--- src/rtl/accel_pkg.sv ---
// Shared types and default constants for the calibrating accelerometer scaler.
package accel_pkg;

   // Calibration FSM: normal scaling or offset averaging.
   typedef enum logic {
      ST_RUN = 1'b0,
      ST_CAL = 1'b1
   } cal_state_e;

   // Reset scale: 0.001 in Q0.20.
   localparam logic [19:0] SCALE_0P001 = 20'h00419;

   // Default per-axis offsets (X = -40, Y = 0, Z = -784).
   localparam logic [15:0] OFFS_X_DEF = 16'hffd8;
   localparam logic [15:0] OFFS_Y_DEF = 16'h0000;
   localparam logic [15:0] OFFS_Z_DEF = 16'hfcf0;
   localparam logic [47:0] OFFS_DEF   = {OFFS_Z_DEF, OFFS_Y_DEF, OFFS_X_DEF};

   // Channel positions inside packed buses (channel 0 in the LSBs).
   localparam int CH_X = 0;
   localparam int CH_Y = 1;
   localparam int CH_Z = 2;

endpackage

--- src/rtl/accel_scale_lane.sv ---
// One channel of the scaler: subtract offset, absolute value, scale and saturate.
// Stage enables come from the shared valid pipeline in the top.
module accel_scale_lane #(
   parameter int DIN_W   = 16,
   parameter int SCALE_W = 20,
   parameter int OUT_W   = 24
) (
   input  logic               i_clk,
   input  logic               i_rst,
   input  logic               i_en1,
   input  logic               i_en2,
   input  logic               i_en3,
   input  logic [DIN_W-1:0]   i_sample,
   input  logic [DIN_W-1:0]   i_offs,
   input  logic [SCALE_W-1:0] i_scale,
   output logic [OUT_W-1:0]   o_data,
   output logic               o_sign,
   output logic               o_sat
);

   localparam int PROD_W = DIN_W + 1 + SCALE_W;

   logic [DIN_W:0]    diff_q, diff_d;
   logic [DIN_W:0]    mag_q, mag_d;
   logic              neg_q, neg_d;
   logic [OUT_W-1:0]  data_q, data_d;
   logic              sign_q, sign_d;
   logic              sat_q, sat_d;
   logic [PROD_W-1:0] prod;

   // Next-state for all three stages; each stage only moves when its enable is set.
   always_comb begin
      diff_d = diff_q;
      mag_d  = mag_q;
      neg_d  = neg_q;
      data_d = data_q;
      sign_d = sign_q;
      sat_d  = sat_q;
      prod   = {{SCALE_W{1'b0}}, mag_q} * {{(DIN_W+1){1'b0}}, i_scale};
      // One extra bit keeps the difference from wrapping.
      if (i_en1) begin
         diff_d = {i_sample[DIN_W-1], i_sample} - {i_offs[DIN_W-1], i_offs};
      end
      // Magnitude of -2^DIN_W still fits as an unsigned DIN_W+1 value.
      if (i_en2) begin
         neg_d = diff_q[DIN_W];
         mag_d = diff_q[DIN_W] ? -diff_q : diff_q;
      end
      if (i_en3) begin
         sign_d = neg_q;
         sat_d  = |prod[PROD_W-1:OUT_W];
         data_d = sat_d ? '1 : prod[OUT_W-1:0];
      end
   end

   // Pipeline and output registers.
   always_ff @(posedge i_clk or posedge i_rst) begin
      if (i_rst) begin
         diff_q <= '0;
         mag_q  <= '0;
         neg_q  <= 1'b0;
         data_q <= '0;
         sign_q <= 1'b0;
         sat_q  <= 1'b0;
      end else begin
         diff_q <= diff_d;
         mag_q  <= mag_d;
         neg_q  <= neg_d;
         data_q <= data_d;
         sign_q <= sign_d;
         sat_q  <= sat_d;
      end
   end

   assign o_data = data_q;
   assign o_sign = sign_q;
   assign o_sat  = sat_q;

endmodule

--- src/rtl/accel_scaler_cal.sv ---
// Multi-channel offset/scale/saturate front end with on-demand offset calibration.
// Valid is a one-cycle strobe with no backpressure: o_valid rises exactly three
// cycles after each sample accepted while the FSM is in RUN.
module accel_scaler_cal
   import accel_pkg::*;
#(
   parameter int                      NUM_CH     = 3,
   parameter int                      DIN_W      = 16,
   parameter int                      SCALE_W    = 20,
   parameter int                      OUT_W      = 24,
   parameter int                      CAL_LOG2   = 4,
   parameter logic [SCALE_W-1:0]      SCALE_INIT = SCALE_0P001,
   parameter logic [NUM_CH*DIN_W-1:0] OFFS_INIT  = OFFS_DEF
) (
   input  logic                    i_clk,
   input  logic                    i_rst,
   input  logic                    i_valid,
   input  logic [NUM_CH*DIN_W-1:0] i_data,
   input  logic [SCALE_W-1:0]      i_scale,
   input  logic                    i_scale_we,
   input  logic                    i_cal_start,
   output logic                    o_valid,
   output logic [NUM_CH*OUT_W-1:0] o_data,
   output logic [NUM_CH-1:0]       o_sign,
   output logic [NUM_CH-1:0]       o_sat,
   output logic                    o_cal_busy,
   output logic                    o_cal_done
);

   localparam int ACC_W = DIN_W + CAL_LOG2;

   cal_state_e                state_q, state_d;
   logic [SCALE_W-1:0]        scale_q, scale_d;
   logic [NUM_CH*DIN_W-1:0]   offs_q, offs_d;
   logic [NUM_CH*ACC_W-1:0]   acc_q, acc_d;
   logic [CAL_LOG2-1:0]       cnt_q, cnt_d;
   logic                      cal_done_q, cal_done_d;
   logic                      v1_q, v1_d, v2_q, v2_d, ov_q, ov_d;
   logic [ACC_W-1:0]          acc_sum [NUM_CH];

   // Running sum of each channel including the sample currently on the input.
   always_comb begin
      for (int c = 0; c < NUM_CH; c++) begin
         acc_sum[c] = acc_q[c*ACC_W +: ACC_W]
                    + {{CAL_LOG2{i_data[c*DIN_W+DIN_W-1]}}, i_data[c*DIN_W +: DIN_W]};
      end
   end

   // FSM next state, calibration accumulation/commit, scale load and valid pipeline.
   always_comb begin
      state_d    = state_q;
      cnt_d      = cnt_q;
      acc_d      = acc_q;
      offs_d     = offs_q;
      cal_done_d = 1'b0;
      scale_d    = i_scale_we ? i_scale : scale_q;
      v1_d       = i_valid && (state_q == ST_RUN);
      v2_d       = v1_q;
      ov_d       = v2_q;
      case (state_q)
         ST_RUN: begin
            if (i_cal_start) begin
               state_d = ST_CAL;
               cnt_d   = '0;
               acc_d   = '0;
            end
         end
         ST_CAL: begin
            // Further i_cal_start pulses are ignored here.
            if (i_valid) begin
               cnt_d = cnt_q + CAL_LOG2'(1);
               for (int c = 0; c < NUM_CH; c++) begin
                  acc_d[c*ACC_W +: ACC_W] = acc_sum[c];
               end
               // Last sample: the top DIN_W bits are the arithmetic-shift average.
               if (&cnt_q) begin
                  for (int c = 0; c < NUM_CH; c++) begin
                     offs_d[c*DIN_W +: DIN_W] = acc_sum[c][ACC_W-1 -: DIN_W];
                  end
                  state_d    = ST_RUN;
                  cal_done_d = 1'b1;
               end
            end
         end
         default: state_d = ST_RUN;
      endcase
   end

   // Control and configuration registers.
   always_ff @(posedge i_clk or posedge i_rst) begin
      if (i_rst) begin
         state_q    <= ST_RUN;
         scale_q    <= SCALE_INIT;
         offs_q     <= OFFS_INIT;
         acc_q      <= '0;
         cnt_q      <= '0;
         cal_done_q <= 1'b0;
         v1_q       <= 1'b0;
         v2_q       <= 1'b0;
         ov_q       <= 1'b0;
      end else begin
         state_q    <= state_d;
         scale_q    <= scale_d;
         offs_q     <= offs_d;
         acc_q      <= acc_d;
         cnt_q      <= cnt_d;
         cal_done_q <= cal_done_d;
         v1_q       <= v1_d;
         v2_q       <= v2_d;
         ov_q       <= ov_d;
      end
   end

   for (genvar g = 0; g < NUM_CH; g++) begin : g_lane
      accel_scale_lane #(
         .DIN_W   (DIN_W),
         .SCALE_W (SCALE_W),
         .OUT_W   (OUT_W)
      ) u_lane (
         .i_clk    (i_clk),
         .i_rst    (i_rst),
         .i_en1    (v1_d),
         .i_en2    (v1_q),
         .i_en3    (v2_q),
         .i_sample (i_data[g*DIN_W +: DIN_W]),
         .i_offs   (offs_q[g*DIN_W +: DIN_W]),
         .i_scale  (scale_q),
         .o_data   (o_data[g*OUT_W +: OUT_W]),
         .o_sign   (o_sign[g]),
         .o_sat    (o_sat[g])
      );
   end

   assign o_valid    = ov_q;
   assign o_cal_busy = (state_q == ST_CAL);
   assign o_cal_done = cal_done_q;

endmodule
--- config.mk ---
export PLATFORM = sky130hd
export DESIGN_NAME = accel_scaler_cal
export DESIGN_NICKNAME = d
export VERILOG_FILES = /design/src/rtl/accel_pkg.sv /design/src/rtl/accel_scale_lane.sv /design/src/rtl/accel_scaler_cal.sv
export SDC_FILE = /design/constraint.sdc
export NUM_CORES = 2
export LEC_CHECK = 0
export CAP_MARGIN = 20
export CORE_MARGIN = 1.5
export CORE_UTILIZATION = 57
export CTS_BUF_LIST = sky130_fd_sc_hd__clkbuf_16
export CTS_CLUSTER_SIZE = 24
export DETAILED_ROUTE_END_ITERATION = 8
export PLACE_DENSITY = 0.77
export SETUP_SLACK_MARGIN = 0.3
export SLEW_MARGIN = 10
export SYNTH_ARGS = -nofsm -noshare
export SYNTH_HDL_FRONTEND = slang
export SYNTH_SLANG_ARGS = --single-unit
--- constraint.sdc ---
create_clock -name i_clk -period 29.1 [get_ports i_clk]
set_input_delay 2.91 -clock i_clk [delete_from_list [all_inputs] [get_ports i_clk]]
set_output_delay 2.91 -clock i_clk [all_outputs]
set_load 0.005 [all_outputs]
# --- Yosys cells after proc, flatten, opt, wreduce, memory -nomap -nowiden ---
# Index checks and enable logic that the tools add are counted.
# W data, S select, Z words.
word_totals:
  out_inout_bits: 81
  wordCells: 69
  register_bits: 320
  inputBits: 73
classes:
  bitwise: 1
  addsub: 10
  reduce_logical: 7
  eq_ne: 2
  n_mul: 3
  muxes: 19
op_table:
  columns: ["cell", "count"]
  rows:
  - ["$mux W60", 2]
  - ["$pmux W60 S2", 1]
  - ["$mul A17 B20 Y37", 3]
  - ["$mux W24", 3]
  - ["$add A20 B20 Y20", 3]
  - ["$mux W17", 3]
  - ["$neg A17 Y17", 3]
  - ["$sub A16 B16 Y17", 3]
  - ["$reduce_or A13 Y1", 3]
  - ["$mux W4", 2]
  - ["$pmux W4 S2", 1]
  - ["$mux W1", 6]
  - ["$reduce_and A6 Y1", 1]
  - ["$add A4 B1 Y4 const B", 1]
  - ["$ne A2 B2 Y1 const B", 2]
  - ["$reduce_and A4 Y1", 1]
  - ["$pmux W1 S2", 1]
  - ["$reduce_and A2 Y1", 1]
  - ["$logic_and A1 B1 Y1", 1]
  - ["$not A1 Y1", 1]

# --- Depth between registers and ports, before layout ---
logic_depth:
  ltp_word: 4
  mapped_depth: 28
  depth_no_buf: 24

# --- By module ---
# Synthesis repeated with hierarchy kept, for this count alone.
unflattened:
  hier_cells: 5855
  hier_area_um2: 52243.9
modules_own_cells:
  columns: ["mod", "cells_per_inst", "instances", "seq_area_each_um2", "area_per_inst_um2"]
  rows:
  - ["accel_scale_lane at g_lane[2].u_lane", 1725, 1, 1526.5, 15090.7]
  - ["accel_scale_lane at g_lane[0].u_lane", 1698, 1, 1526.5, 14740.4]
  - ["accel_scale_lane at g_lane[1].u_lane", 1659, 1, 1526.5, 14561.5]
  - ["accel_scaler_cal", 773, 1, 3460.8, 7851.3]

# --- Least setup slack after synthesis ---
# Ideal clock, no wire load.
synth_path:
  path_kind: "reg2reg"
  from: "register scale_q[10]"
  to: "register g_lane[2].u_lane.data_q[10]"
  setup_time_ps: 157
  stages_incl_launch_ff: 26
  slack_ps: 22041
  arrival_time_ps: 6902
  path_cell_list: "dfstp_2 > clkbuf_1 > clkbuf_1 > nand2_1 > fa_1 > inv_1 > fa_1 > fa_1 > fa_1 > fa_1 > inv_1 > fa_1 > inv_1 > ha_1 > buf_6 > a21o_1 > a21o_1 > a221oi_2 > inv_1 > o21ai_1 > a21o_1 > mux2i_1 > a21oi_1 > a311oi_1 > clkbuf_1 > a41oi_2"
synth_between:
  elab_chain_cells: 3
synth_rtl:
  columns: ["element", "line", "source"]
  rows:
  - ["start, declared", "accel_scaler_cal.sv:33", "logic [SCALE_W-1:0] scale_q, scale_d;"]
  - ["start signal, assigned", "accel_scaler_cal.sv:103", "scale_q <= scale_d;"]
  - ["$mul A17 B20 Y37 (*)", "accel_scale_lane.sv:39", "prod = {{SCALE_W{1'b0}}, mag_q} * {{(DIN_W+1){1'b0}}, i_scale};"]
  - ["$reduce_or A13 Y1", "accel_scale_lane.sv:51", "sat_d = |prod[PROD_W-1:OUT_W];"]
  - ["$mux W24 (*)", "accel_scale_lane.sv:52", "data_d = sat_d ? '1 : prod[OUT_W-1:0];"]
  - ["end signal, assigned", "accel_scale_lane.sv:69", "data_q <= data_d;"]
  - ["end, declared", "accel_scale_lane.sv:26", "logic [OUT_W-1:0] data_q, data_d;"]
# Every way passes the cells marked *; elsewhere a longest branch is shown, timed or not.
# A chain may end at the register's enable or synchronous reset.

# --- Worst setup path after layout ---
layout_path:
  from: "register scale_q[10]"
  to: "register g_lane[0].u_lane.data_q[3]"
layout_between:
  elab_chain_cells: 3
layout_rtl:
  columns: ["element", "line"]
  rows:
  - ["$mul A17 B20 Y37", "accel_scale_lane.sv:39"]
  - ["$reduce_or A13 Y1", "accel_scale_lane.sv:51"]
  - ["$mux W24", "accel_scale_lane.sv:52"]
  - ["end signal, assigned", "accel_scale_lane.sv:69"]
  - ["end, declared", "accel_scale_lane.sv:26"]
# Every way passes these cells.

==> impl_summary.log <==
INFO  metric finalWeightedCongestion = 0.8957
INFO  metric critPathKind = reg -> reg
INFO  metric cts_repair_resize_count = 0
INFO  metric design.final.nets = 7191
INFO  metric drt-total-wl = 124400 um
INFO  metric avgRoutedWirePerCell = 17.60 um
INFO  metric fp-row-count = 110
INFO  metric timing.final.max_slew_violations = 0
INFO  metric drc = 0
INFO  metric cap_violations = 0
INFO  metric syn-num-nets = 7270
INFO  metric clk_latency = 650 ps
INFO  metric unrepaired_setup_endpoints_after_global_routing = false
INFO  metric top_level_ports = 154
INFO  metric grt_pass1_vias = 41500
INFO  metric design_area = 55600 um^2
INFO  metric starting_density_of_the_core = 57.74%
INFO  metric worstHoldPathType = reg -> reg
INFO  metric ys_warn_count = 0
INFO  metric totalNegativeSetupSlack = 0 ps
INFO  metric n_antenna_cell = 0
INFO  metric synth.avg_cell_area = 8.774 um^2
INFO  metric vias = 40040
INFO  metric run_status = complete, no violations
INFO  metric cts_setup_buffers = 0
INFO  metric port_buffers = 153
INFO  metric r2r_setup_slack = 21220 ps
INFO  metric netlist_instances = 5942
INFO  metric post_synth_most_frequent_cells = sky130_fd_sc_hd__inv_1 (1150), sky130_fd_sc_hd__fa_1 (813), sky130_fd_sc_hd__nand2_1 (700), sky130_fd_sc_hd__and2_1 (571), sky130_fd_sc_hd__ha_1 (442)
INFO  metric area_delta_synth_final = 6.655%
INFO  metric cp.required = 29610 ps
INFO  metric slew_headroom = 28.23%
INFO  metric setup_viol = 0
INFO  metric overflow = 0
INFO  metric final-instance-count-excl-fill = 7071
INFO  metric cts-hold-fix-buffers = 0
INFO  metric startpoint_class_of_the_critical_path = flip-flop
INFO  metric placed_area = 54240 um^2
INFO  metric chipHeight = 305.4 um
INFO  metric dp_slack = 21350 ps
INFO  metric synth_async_sr_flop_share = 100.0%
INFO  metric post_dr_vias_cell = 5.662
INFO  metric grt_usage = 27.43%
INFO  metric post_synth_edffs = 0
INFO  metric synth_seq_area_share = 15.42%
INFO  metric detailed_place_hpwl = 92620 um
INFO  metric r2r_cells = 23
INFO  metric cts_buffers = 41
INFO  metric post-synth-top-area-fraction = 31.22%
INFO  metric synthTopCellsByArea = sky130_fd_sc_hd__fa_1 (31%), sky130_fd_sc_hd__dfrtp_1 (14%), sky130_fd_sc_hd__ha_1 (11%)
INFO  metric cts_htree_levels = 2
INFO  metric dpl.cell_count = 6996
INFO  metric detailedRoute.firstIterationViolations = 2867
INFO  metric synthFlopType = sky130_fd_sc_hd__dfrtp_1
INFO  metric post-route-period-util = 27.09%
INFO  metric die_w = 305.4 um
INFO  metric cts.reportedPaths.clkPinSlew = 60 ps
INFO  metric ys_seq_elements = 320
INFO  metric register_area = 8050 um^2
INFO  metric yosysUniqueCellTypes = 92
INFO  metric worstHoldPathCells = 2
INFO  metric post_route_cells_drive_above_1_share = 3.749%
INFO  metric final_period_minus_worst_setup_slack = 7885 ps
INFO  metric post_synth_instance_area = 52130 um^2
INFO  metric drt-pass1-iter-count = 5
INFO  metric maximum_clock_insertion_buffer_count = 3
INFO  metric cts-root-buf = sky130_fd_sc_hd__clkbuf_16
INFO  metric core_area = 90290 um^2
INFO  metric largest_net_degree_at_the_start_of_global_routing = 111
INFO  metric grt_first_pass_wirelength = 208300 um
INFO  metric hold_viol_final = 0
INFO  metric tritoncts = done
INFO  metric fillCellCount = 7553
INFO  metric fin_worst_skew = 47.82 ps
INFO  metric yosysTopAreaCell = sky130_fd_sc_hd__fa_1
INFO  metric setup.worst_path.end_class = flip-flop
INFO  metric drtAntennaViolNets = 0
INFO  metric worst-path-max-fanout = 28
INFO  metric setup_ws = 21220 ps
INFO  metric antenna_violations_before_repair = 2
INFO  metric clock_sink_count = 320
INFO  metric multi_input_comb_area = 38550 um^2
INFO  metric worstMarginPinSlew = 1077 ps
INFO  metric synth_most_common_cell = sky130_fd_sc_hd__inv_1
INFO  metric max_freq = 126.8 MHz
INFO  metric cp.arrival = 8390 ps
INFO  metric die_area = 93290 um^2
[sequential cells by signal, summed over array words and instances (netlist names)]
name	count
o_valid	1
scale_q	20
g_lane.u_lane.o_data	72
ov_d	1
v1_q	1
g_lane.u_lane.neg_q	3
o_cal_done	1
g_lane.u_lane.diff_q	51
g_lane.u_lane.o_sign	3
cnt_q	4
acc_q	60
g_lane.u_lane.o_sat	3
o_cal_busy	1
g_lane.u_lane.mag_q	51
offs_q	48
[kinds of logic after synthesis]
kind of cell,synth area share [%]
XOR/XNOR,3.024
adder cells (fa/ha/maj),41.83
flip-flops,15.42
AND/OR/NAND/NOR,17.44
AO/OA/AOI/OAI,10.65
multiplexers,0.9456
buffers and inverters,10.69
[worst max-delay path, cell delays in order (launching register included)]
cell	delay, ps
sky130_fd_sc_hd__dfstp_2	930
sky130_fd_sc_hd__buf_4	440
sky130_fd_sc_hd__nand2_1	140
sky130_fd_sc_hd__fa_1	540
sky130_fd_sc_hd__fa_1	590
sky130_fd_sc_hd__fa_1	450
sky130_fd_sc_hd__fa_1	540
sky130_fd_sc_hd__inv_1	50
sky130_fd_sc_hd__fa_1	480
sky130_fd_sc_hd__inv_1	50
sky130_fd_sc_hd__fa_1	470
sky130_fd_sc_hd__inv_1	40
sky130_fd_sc_hd__ha_1	360
sky130_fd_sc_hd__nand4_1	160
sky130_fd_sc_hd__nor4_1	390
sky130_fd_sc_hd__o31ai_1	170
sky130_fd_sc_hd__a21boi_1	300
sky130_fd_sc_hd__o21ai_1	210
sky130_fd_sc_hd__a31oi_1	360
sky130_fd_sc_hd__a21boi_0	240
sky130_fd_sc_hd__nor3_1	110
sky130_fd_sc_hd__nor4_4	270
sky130_fd_sc_hd__buf_4	310
sky130_fd_sc_hd__a21oi_1	120
[worst paths after layout]
kind | startpoint | to
min in group asynchronous | i_rst | g_lane[2].u_lane.o_data[18]
worst min-delay path | offs_q[47] | offs_q[47]
worst max register to register | scale_q[10] | g_lane[0].u_lane.o_data[3]
max in group asynchronous | i_rst | ov_d
worst max-delay path | scale_q[10] | g_lane[0].u_lane.o_data[3]
worst min register to register | offs_q[47] | offs_q[47]
[layer usage]
layer  up-vias  track usage (%)  routed length [um]
li1      18350                -                   -
met4         4            7.856                3688
met2      1463            44.27               57120
met1     19980            37.74               53060
met5         -                0                  23
met3       250            5.304               10540
[metrics by stage]
| stage | utilization (%) | hold WS (ps) |
|---|---|---|
| floorplan | - | 351.9 |
| global placement | 60.08 | 461.9 |
| detailed placement | 60.08 | 473.3 |
| CTS | 61.59 | 481.1 |
| global route | 61.59 | 493.8 |
| finish | 61.59 | 483.9 |
[layout make-up]
class,count,share of cell area [%]
Clock buffer,41,1.845
Clock inverter,34,0.6053
Inverter,1152,7.795
Multi-Input combinational cell,4154,69.32
Sequential cell,320,14.48
Tap cell,1176,2.646
Timing Repair Buffer,194,3.308
[placed cells by master, fill, tap and decap left out, types with 26 or more instances in the layout]
master	count
sky130_fd_sc_hd__a21oi_1	253
sky130_fd_sc_hd__o21ai_0	183
sky130_fd_sc_hd__mux2_2	34
sky130_fd_sc_hd__and3_1	36
sky130_fd_sc_hd__dfstp_2	26
sky130_fd_sc_hd__or3_1	26
sky130_fd_sc_hd__o31ai_1	40
sky130_fd_sc_hd__nor3_1	35
sky130_fd_sc_hd__and2_1	569
sky130_fd_sc_hd__dfrtp_1	290
sky130_fd_sc_hd__buf_4	41
sky130_fd_sc_hd__clkbuf_16	41
sky130_fd_sc_hd__ha_1	442
sky130_fd_sc_hd__a31oi_1	41
sky130_fd_sc_hd__xor2_1	98
sky130_fd_sc_hd__clkdlybuf4s50_1	153
sky130_fd_sc_hd__xnor2_1	82
sky130_fd_sc_hd__nand3_1	64
sky130_fd_sc_hd__a22o_1	45
sky130_fd_sc_hd__a21o_1	71
sky130_fd_sc_hd__fa_1	813
sky130_fd_sc_hd__nor2_1	255
sky130_fd_sc_hd__inv_1	1154
sky130_fd_sc_hd__nand2_1	700
Power is not shown: default switching activity piles up to over one toggle a cycle in this logic, so the estimate is an artifact.
